### src/rtl/wire_sequencer_pkg.sv
// rtl/wire_sequencer_pkg.sv - shared FSM states, colour codes and LFSR constants for wire_sequencer
package wire_sequencer_pkg;

    typedef enum logic [1:0] {
        ST_IDLE  = 2'd0,
        ST_ARM   = 2'd1,
        ST_RUN   = 2'd2,
        ST_CHECK = 2'd3
    } state_t;

    typedef enum logic [2:0] {
        COL_RED    = 3'd0,
        COL_ORANGE = 3'd1,
        COL_YELLOW = 3'd2,
        COL_GREEN  = 3'd3,
        COL_BLUE   = 3'd4,
        COL_VIOLET = 3'd5
    } colour_t;

    localparam int         NUM_COLOURS = 6;
    localparam logic [7:0] LFSR_SEED   = 8'hA5;
    // Taps x^8 + x^6 + x^5 + x^4 map to bit indices 7, 5, 4, 3.
    localparam logic [7:0] LFSR_TAPS   = 8'b1011_1000;

    function automatic logic [2:0] next_colour(input logic [2:0] c);
        return (c == 3'(NUM_COLOURS - 1)) ? 3'd0 : c + 3'd1;
    endfunction

    function automatic logic [2:0] mod_colours(input logic [2:0] v);
        return (v >= 3'(NUM_COLOURS)) ? v - 3'(NUM_COLOURS) : v;
    endfunction

endpackage

### src/rtl/wire_sequencer_if.sv
// rtl/wire_sequencer_if.sv - player/display signal bundle for wire_sequencer
interface wire_sequencer_if;
    logic       start;
    logic       cut_valid;
    logic [2:0] cut_idx;
    logic       pause_in;
    logic [2:0] wire_to_cut;
    logic [2:0] curr_colour;
    logic [2:0] target_colour;
    logic       busy;
    logic       win;
    logic       lose;
    logic [7:0] score;

    modport master (
        output start, cut_valid, cut_idx, pause_in,
        input  wire_to_cut, curr_colour, target_colour, busy, win, lose, score
    );

    modport slave (
        input  start, cut_valid, cut_idx, pause_in,
        output wire_to_cut, curr_colour, target_colour, busy, win, lose, score
    );
endinterface

### src/rtl/wire_sequencer_lfsr8.sv
// rtl/wire_sequencer_lfsr8.sv - free-running 8-bit Fibonacci LFSR, never reaches all-zero
module lfsr8
    import wire_sequencer_pkg::*;
(
    input  logic       clk,
    input  logic       rst_n,
    output logic [7:0] value
);

    logic feedback;

    assign feedback = ^(value & LFSR_TAPS);

    always_ff @(posedge clk or negedge rst_n) begin
        if (!rst_n) begin
            value <= LFSR_SEED;
        end else begin
            value <= {value[6:0], feedback};
        end
    end

endmodule

### src/rtl/wire_sequencer.sv
// rtl/wire_sequencer.sv - cut-the-wire game round sequencer with colour stepping and score
// Optional round timeout enabled by defining WIRE_SEQUENCER_TIMEOUT_EN.
module wire_sequencer
    import wire_sequencer_pkg::*;
#(
    parameter int NUM_WIRES     = 6,
    parameter int COLOUR_TICKS  = 50_000_000,
    parameter int TIMEOUT_STEPS = 20
) (
    input  logic             clk,
    input  logic             rst_n,
    wire_sequencer_if.slave  bus
);

    localparam int                TICK_W    = (COLOUR_TICKS > 1) ? $clog2(COLOUR_TICKS) : 1;
    localparam logic [TICK_W-1:0] TICK_LAST = TICK_W'(COLOUR_TICKS - 1);

    state_t            state_q, state_d;
    logic [7:0]        lfsr;
    logic [2:0]        wire_q, wire_d;
    logic [2:0]        target_q, target_d;
    logic [2:0]        colour_q, colour_d;
    logic [2:0]        cut_idx_q, cut_idx_d;
    logic [2:0]        cut_col_q, cut_col_d;
    logic [TICK_W-1:0] tick_q, tick_d;
    logic [7:0]        score_q, score_d;
    logic              colour_step;
    logic              hit;
    logic              win;
    logic              lose;
    logic              unused_lfsr;

`ifdef WIRE_SEQUENCER_TIMEOUT_EN
    localparam int                STEP_W    = $clog2(TIMEOUT_STEPS + 1);
    localparam logic [STEP_W-1:0] STEP_LAST = STEP_W'(TIMEOUT_STEPS - 1);

    logic [STEP_W-1:0] step_q, step_d;
    logic              timed_out_q, timed_out_d;

    always_ff @(posedge clk or negedge rst_n) begin
        if (!rst_n) begin
            step_q      <= '0;
            timed_out_q <= 1'b0;
        end else begin
            step_q      <= step_d;
            timed_out_q <= timed_out_d;
        end
    end
`else
    logic timed_out_q;
    logic unused_timeout;

    assign timed_out_q    = 1'b0;
    assign unused_timeout = (TIMEOUT_STEPS > 0);
`endif

    lfsr8 u_lfsr (
        .clk   (clk),
        .rst_n (rst_n),
        .value (lfsr)
    );

    assign unused_lfsr = ^lfsr[7:6];
    assign colour_step = !bus.pause_in && (tick_q == TICK_LAST);
    assign hit         = (cut_idx_q == wire_q) && (cut_col_q == target_q);
    assign win         = (state_q == ST_CHECK) && !timed_out_q && hit;
    assign lose        = (state_q == ST_CHECK) && !win;

    always_ff @(posedge clk or negedge rst_n) begin
        if (!rst_n) begin
            state_q   <= ST_IDLE;
            wire_q    <= '0;
            target_q  <= '0;
            colour_q  <= '0;
            cut_idx_q <= '0;
            cut_col_q <= '0;
            tick_q    <= '0;
            score_q   <= '0;
        end else begin
            state_q   <= state_d;
            wire_q    <= wire_d;
            target_q  <= target_d;
            colour_q  <= colour_d;
            cut_idx_q <= cut_idx_d;
            cut_col_q <= cut_col_d;
            tick_q    <= tick_d;
            score_q   <= score_d;
        end
    end

    always_comb begin
        state_d   = state_q;
        wire_d    = wire_q;
        target_d  = target_q;
        colour_d  = colour_q;
        cut_idx_d = cut_idx_q;
        cut_col_d = cut_col_q;
        tick_d    = tick_q;
        score_d   = score_q;
`ifdef WIRE_SEQUENCER_TIMEOUT_EN
        step_d      = step_q;
        timed_out_d = timed_out_q;
`endif

        // Colour keeps cycling in every state except ARM, including attract mode in IDLE.
        if (!bus.pause_in) begin
            if (colour_step) begin
                tick_d   = '0;
                colour_d = next_colour(colour_q);
            end else begin
                tick_d = tick_q + 1'b1;
            end
        end

        case (state_q)
            ST_IDLE: begin
                if (bus.start) begin
                    state_d = ST_ARM;
                end
            end
            ST_ARM: begin
                tick_d   = '0;
                colour_d = colour_q;
`ifdef WIRE_SEQUENCER_TIMEOUT_EN
                step_d      = '0;
                timed_out_d = 1'b0;
`endif
                if ({1'b0, lfsr[2:0]} < 4'(NUM_WIRES)) begin
                    wire_d   = lfsr[2:0];
                    target_d = mod_colours(lfsr[5:3]);
                    state_d  = ST_RUN;
                end
            end
            ST_RUN: begin
                // The cut is judged against the colour shown before any step on this edge.
                if (bus.cut_valid) begin
                    cut_idx_d = bus.cut_idx;
                    cut_col_d = colour_q;
                    state_d   = ST_CHECK;
                end
`ifdef WIRE_SEQUENCER_TIMEOUT_EN
                else if (colour_step) begin
                    if (step_q == STEP_LAST) begin
                        timed_out_d = 1'b1;
                        state_d     = ST_CHECK;
                    end else begin
                        step_d = step_q + 1'b1;
                    end
                end
`endif
            end
            ST_CHECK: begin
                state_d = ST_IDLE;
                if (win && (score_q != 8'hFF)) begin
                    score_d = score_q + 8'd1;
                end
            end
            default: state_d = ST_IDLE;
        endcase
    end

    assign bus.wire_to_cut   = wire_q;
    assign bus.curr_colour   = colour_q;
    assign bus.target_colour = target_q;
    assign bus.busy          = (state_q == ST_ARM) || (state_q == ST_RUN);
    assign bus.win           = win;
    assign bus.lose          = lose;
    assign bus.score         = score_q;

endmodule
### src/flat_wrapper.sv
// flat-port wrapper written by rule: the top's interface ports become plain ports
module wire_sequencer_flat import wire_sequencer_pkg::*;
#(
    parameter int NUM_WIRES     = 6,
    parameter int COLOUR_TICKS  = 50_000_000,
    parameter int TIMEOUT_STEPS = 20
)
  (clk, rst_n, bus_start, bus_cut_valid, bus_cut_idx, bus_pause_in, bus_wire_to_cut, bus_curr_colour, bus_target_colour, bus_busy, bus_win, bus_lose, bus_score);
  wire_sequencer_if bus_i ();
  input  logic clk;
  input  logic rst_n;
  input wire logic [$bits(bus_i.start)-1:0] bus_start;
  input wire logic [$bits(bus_i.cut_valid)-1:0] bus_cut_valid;
  input wire logic [$bits(bus_i.cut_idx)-1:0] bus_cut_idx;
  input wire logic [$bits(bus_i.pause_in)-1:0] bus_pause_in;
  output wire logic [$bits(bus_i.wire_to_cut)-1:0] bus_wire_to_cut;
  output wire logic [$bits(bus_i.curr_colour)-1:0] bus_curr_colour;
  output wire logic [$bits(bus_i.target_colour)-1:0] bus_target_colour;
  output wire logic [$bits(bus_i.busy)-1:0] bus_busy;
  output wire logic [$bits(bus_i.win)-1:0] bus_win;
  output wire logic [$bits(bus_i.lose)-1:0] bus_lose;
  output wire logic [$bits(bus_i.score)-1:0] bus_score;
  assign bus_i.start = bus_start;
  assign bus_i.cut_valid = bus_cut_valid;
  assign bus_i.cut_idx = bus_cut_idx;
  assign bus_i.pause_in = bus_pause_in;
  assign bus_wire_to_cut = bus_i.wire_to_cut;
  assign bus_curr_colour = bus_i.curr_colour;
  assign bus_target_colour = bus_i.target_colour;
  assign bus_busy = bus_i.busy;
  assign bus_win = bus_i.win;
  assign bus_lose = bus_i.lose;
  assign bus_score = bus_i.score;
  wire_sequencer #(.NUM_WIRES(NUM_WIRES), .COLOUR_TICKS(COLOUR_TICKS), .TIMEOUT_STEPS(TIMEOUT_STEPS)) u_core (.clk(clk), .rst_n(rst_n), .bus(bus_i));
endmodule
### config.mk
export PLATFORM = sky130hd
export DESIGN_NAME = wire_sequencer_flat
export DESIGN_NICKNAME = d
export VERILOG_FILES = /design/src/rtl/wire_sequencer_pkg.sv /design/src/rtl/wire_sequencer_if.sv /design/src/rtl/wire_sequencer_lfsr8.sv /design/src/rtl/wire_sequencer.sv /design/src/flat_wrapper.sv
export SDC_FILE = /design/constraint.sdc
export NUM_CORES = 1
export LEC_CHECK = 0
export CORE_MARGIN = 4
export CORE_UTILIZATION = 40
export DETAILED_ROUTE_END_ITERATION = 8
export MAX_ROUTING_LAYER = met4
export PLACE_DENSITY = 0.67
export SETUP_SLACK_MARGIN = 0.05
export SLEW_MARGIN = 20
export SYNTH_ARGS = -nofsm -noshare
export SYNTH_HDL_FRONTEND = slang
export SYNTH_SLANG_ARGS = --single-unit
### constraint.sdc
create_clock -name clk -period 2.4 [get_ports clk]
set_clock_uncertainty 0.1 [all_clocks]
set_input_delay 0.24 -clock clk [delete_from_list [all_inputs] [get_ports clk]]
set_output_delay 0.24 -clock clk [all_outputs]
set_load 0.01 [all_outputs]
=== After elaboration in Yosys (flattened, before gate mapping) ===
Cells that the tools add are included.

* Add/subtract/negate cells: 4
* Magnitude comparators: 2
* Equality and inequality tests: 12
* Multiplexer cells: 9
* Bitwise operators: 2
* Reduce and logical (&&, ||, !) cells: 15

{| class="wikitable"
|+ Operators by type and width
! operator !! number
|-
| $mux W26 || 3
|-
| $add A26 B1 Y26 const B || 1
|-
| $eq A26 B26 Y1 const B || 1
|-
| $add A8 B1 Y8 const B || 1
|-
| $ne A8 B8 Y1 const B || 1
|-
| $pmux W2 S4 || 1
|-
| $reduce_xor A8 Y1 || 1
|-
| $eq A3 B3 Y1 || 2
|-
| $mux W2 || 3
|-
| $mux W3 || 2
|-
| $reduce_and A2 Y1 || 3
|-
| $reduce_and A3 Y1 || 2
|-
| $logic_and A1 B1 Y1 || 5
|-
| $eq A2 B2 Y1 const B || 2
|-
| $ne A2 B1 Y1 const B || 2
|-
| $ne A2 B2 Y1 const B || 2
|-
| $add A3 B1 Y3 const B || 1
|-
| $eq A3 B3 Y1 const B || 1
|-
| $ge A3 B3 Y1 const B || 1
|-
| $lt A3 B3 Y1 const B || 1
|-
| $sub A3 B3 Y3 const B || 1
|-
| $eq A2 B1 Y1 const B || 1
|-
| $logic_not A1 Y1 || 2
|-
| $logic_not A2 Y1 || 1
|-
| 2 further kinds || 3
|}

* Flip-flop bits (word level): 59
* Input bits: 8
* Output and inout bits: 20
* Word-level logic and storage cells: 53

=== Depth between registers and ports, before layout ===
* Word-level depth: 5
* Mapped depth: 7
* Depth with buffers taken out: 6

=== Cells and area by module ===
Synthesis repeated with hierarchy kept, for this count alone.

* Cell total of the unflattened synthesis: 300
* Area total of the unflattened synthesis: 3012.9 um^2

{| class="wikitable"
|+ Modules (own cells, without submodules)
! module !! instances !! cells an instance !! area an instance (um^2) !! seq. area each (um^2)
|-
| wire_sequencer || 1 || 289 || 2781.4 || 1276.2
|-
| lfsr8 || 1 || 11 || 231.5 || 205.2
|}

=== Worst setup path after synthesis ===
Ideal clock, no wire load.

* Kind: flip-flop to flip-flop
* Start: reg u_core.tick_q[11]
* End: reg u_core.colour_q[1] (netlist: u_core.bus.curr_colour[1])
* Setup time: 0.128 ns
* Arrival time: 1.878 ns
* Data required time: 2.172 ns
* Path slack: 0.294 ns
* Stages on the path, launching flop included: 7
* Path buffers: 1
* Period minus slack after synthesis: 2.106 ns
* Cells stage by stage: dfrtp_1 buf_6 or4_4 nor4_4 nand4_2 nor4b_2 mux2_1

* Word-level cells in the longest chain between the ends: 3

{| class="wikitable"
|+ Ends and longest elaborated chain
! item !! RTL line !! source
|-
| start, declared || wire_sequencer.sv:25 || <nowiki>logic [TICK_W-1:0] tick_q, tick_d;</nowiki>
|-
| start signal, assigned || wire_sequencer.sv:86 || <nowiki>tick_q <= tick_d;</nowiki>
|-
| $eq A26 B26 Y1 || wire_sequencer.sv:64 || <nowiki>assign colour_step = !bus.pause_in && (tick_q == TICK_LAST);</nowiki>
|-
| $logic_and A1 B1 Y1 || wire_sequencer.sv:64 ||
|-
| $reduce_and A3 Y1 (no line) || - ||
|-
| end signal, assigned || wire_sequencer.sv:83 || <nowiki>colour_q <= colour_d;</nowiki>
|-
| end, declared || wire_sequencer.sv:22 || <nowiki>logic [2:0] colour_q, colour_d;</nowiki>
|}

Every way passes these cells.
A chain may end at the register's enable or synchronous reset.

=== Final worst setup path ===
* Start: reg u_core.tick_q[18]
* End: reg u_core.colour_q[1] (netlist: u_core.bus.curr_colour[1])

Same word-level chain as after synthesis.

==> impl_metrics.toml <==
[clock_tree]
htree_levels = 3
clk_pin_slew_worst_paths_ns = 0.08
clk_latency_ns = 0.34
cts_buffer_depth = 2
cts_tree = "built"
cts_buffers = 9
cts_root_buffer = "clkbuf_8"
clock_sinks = 59

[yosys]
synth_top_family_by_area = "simple AND/OR/NAND/NOR gates"
avgSynthCellArea_sq_um = 10.3
ys.warnings.count = 0
synth-simple-area-share_pct = 23.6
ys.flop_type = "dfrtp_1"
synth_fa_ha_area_share_pct = 3.60
synthMuxAreaShare_pct = 5.73
seq_area_frac_synth_pct = 47.4
async_reset_ff_share_pct = 100
synth.ff_latch_count = 59
synth_compound_area_share_pct = 9.77
synthXorXnorAreaFrac_pct = 5.89
synth_cell_type_count = 60
syn_area_sq_mm = 0.00312
synth_nets = 321
syn_inst = 304
synth_edf_count = 0

[finish]
nets = 367
final_common_cell = "dfrtp_1"
drive_gt1_share_pct = 19.4
syn_to_final_growth_pct = 22.5
final_cell_mix = "dfrtp_1, clkdlybuf4s50_1, nand2_1"
nFillCells = 694
antennaDiodeCount = 0

[flow_run]
maxCapViolations = 0

[placement]
post-dp-hpwl_microns = 4820
place.gp.congestion = 0.918
io_buffers = 27
dpl_worst_slack_ns = 0.129

[worst_setup_path]
worst_setup_path_end_kind = "register"
cp_max_fo = 5
r2r_slack_ns = 0.16
critPathArrivalTime_ns = 2.36
critPathKind = "reg2reg"
required_ns = 2.52
start_kind = "register"
ff2ff_path_depth = 5

[detailed_routing]
drt_iter0_drc = 167
ant_nets = 0
via_count = 2532
drc = 0
wire_per_inst_microns = 15.4
viasPerCell = 5.58
finalWirelength_microns = 6980
drt_first_pass_iters = 4

[global_route]
grt_use_met1_pct = 22.7
grt_max_degree = 60
grt_usage_pct = 17.2
grt_pass1_vias = 2449
grt_antenna_before_repair = 0
grt_use_met2_pct = 25.8
grt_overflow = 0
grt.busiest_layer = "met2"
grt_pass1_wl_microns = 12000
grtUsageMet3_pct = 5.03

[sta]
setup_slack_ns = 0.158
drv_slew = 0
tns_ns = 0
rsz0062_at_grt = "true"
relSlewSlack_pct = 49.9
final.period_utilization_pct = 93.4
post-route-min-period_ns = 2.24
worstMarginPinSlew_ns = 0.751
fmax_mhz = 446
finalHoldViolations = 0
setup_viol = 0

[die]
fp.dieArea_sq_mm = 0.00929
io_pins = 28
start_util_pct = 42.2
rows = 31
coreArea_sq_mm = 0.00741
dieHeight_microns = 96.4
die_w_microns = 96.4

[min_path]
min-delay-path-class = "reg2reg"
min_path_cells = 0

[outcome]
outcome = "finished clean"

[pwr]
vdd_ir_drop_max_mv = 0.431
pwr_density_cell_mw_per_mm2 = 867
p_leak_nw = 1.66
Yosys cell counts (2+ instances only):
library cell	count	area share [%]
o21ai_1	5	0.80
o21ai_0	3	0.48
nand3_1	14	2.2
or3_1	2	0.40
nand2_1	24	2.9
nor2_1	14	1.7
o211ai_1	3	0.72
mux2_1	2	0.72
xnor2_1	5	1.4
nor3_1	14	2.2
mux2_2	13	4.7
dfstp_2	4	3.4
a21oi_1	13	2.1
inv_1	13	1.6
dfrtp_1	55	44
and3_1	2	0.40
xor2_1	16	4.5
buf_1	2	0.24
or4_1	4	0.96
nand4_1	15	3.0
o22ai_1	2	0.40
a31oi_1	6	1.2
nor4_1	14	2.8
buf_2	2	0.32
nor4b_1	2	0.56
or4b_1	2	0.64
or2_2	2	0.40
nor2b_1	2	0.40
or4_4	2	0.72
clkbuf_1	7	0.84
a41oi_1	2	0.56
buf_6	2	0.72
ha_1	9	3.6
kinds of logic (layout without fill, tap and decap cells):
logic type               count (synthesis)  after routing
AO/OA/AOI/OAI                           47             47
XOR/XNOR                                21             21
adder cells (fa/ha/maj)                  9              9
buffers and inverters                   28             79
flip-flops                              59             59
multiplexers                            16             16
AND/OR/NAND/NOR                        124            124
repair_timing:
| action | 4_1_cts | 5_1_grt |
|---|---|---|
| pin swaps | 1 | 0 |
| gates resized for setup | 2 | 4 |
| endpoints found under the hold margin | 55 | 0 |
| setup buffers | 0 | 3 |
| endpoints found under the setup margin | 2 | 3 |
| hold buffers | 1 | 0 |
critical path, stage by stage, from the launching register on:
cell,delay [ns]
dfrtp_2,0.44
or4_4,0.55
nor4_4,0.17
nand4_2,0.21
nor4b_4,0.29
mux2_1,0.35
worst paths after layout:
check / endpoint / start
min in group asynchronous: u_core.bus.target_colour[1] / rst_n
worst max register to register: u_core.bus.curr_colour[1] / u_core.tick_q[18]
worst max-delay path: u_core.bus.curr_colour[1] / u_core.tick_q[18]
max in group asynchronous: u_core.tick_q[10] / rst_n
worst min-delay path: u_core.u_lfsr.value[7] / u_core.u_lfsr.value[6]
worst min register to register: u_core.u_lfsr.value[7] / u_core.u_lfsr.value[6]
report_power, final:
part	switching (mW)	internal [mW]	leakage (nW)
Clock	0.439	0.484	0.0958
Combinational	0.516	0.483	0.793
Sequential	0.223	1.17	0.769
Total	1.18	2.14	1.66
through the flow:
stage                     power [mW]  instance area (sq um)  hold slack (ns)  util, %  instances
final                           3.32                   3830            0.255     51.7        454
after global routing            3.55                   3830            0.263     51.7        454
after CTS                       3.34                   3790            0.256     51.2        451
after detailed placement        2.40                   3580            0.237     48.3        434
after global placement          2.36                   3580            0.234     48.3        434
after floorplan                 2.02                   3120           -0.156        -        304
per-layer routing:
metal	up-vias	wire [microns]
met4	0	99
met1	1231	3210
li1	1218	-
met3	10	448
met2	73	3220
met5	-	0
registers in the layout (all words and copies together), names as in the netlist:
name                      count
u_core.tick_q                26
u_core.bus.score              8
u_core.u_lfsr.value           8
u_core.bus.curr_colour        3
u_core.bus.target_colour      3
u_core.bus.wire_to_cut        3
u_core.cut_col_q              3
u_core.cut_idx_q              3
u_core.state_q                2
cell type report:
class | instances | area, sq um | area share, %
clock inverters | 7 | 76.3 | 1.99
multi-input cells | 217 | 1540 | 40.1
inverters | 14 | 52.6 | 1.37
well taps | 99 | 124 | 3.24
clock buffers | 9 | 124 | 3.24
flip-flops and latches | 59 | 1480 | 38.8
repair buffers | 49 | 432 | 11.3
(Power assumes the default switching activity.)
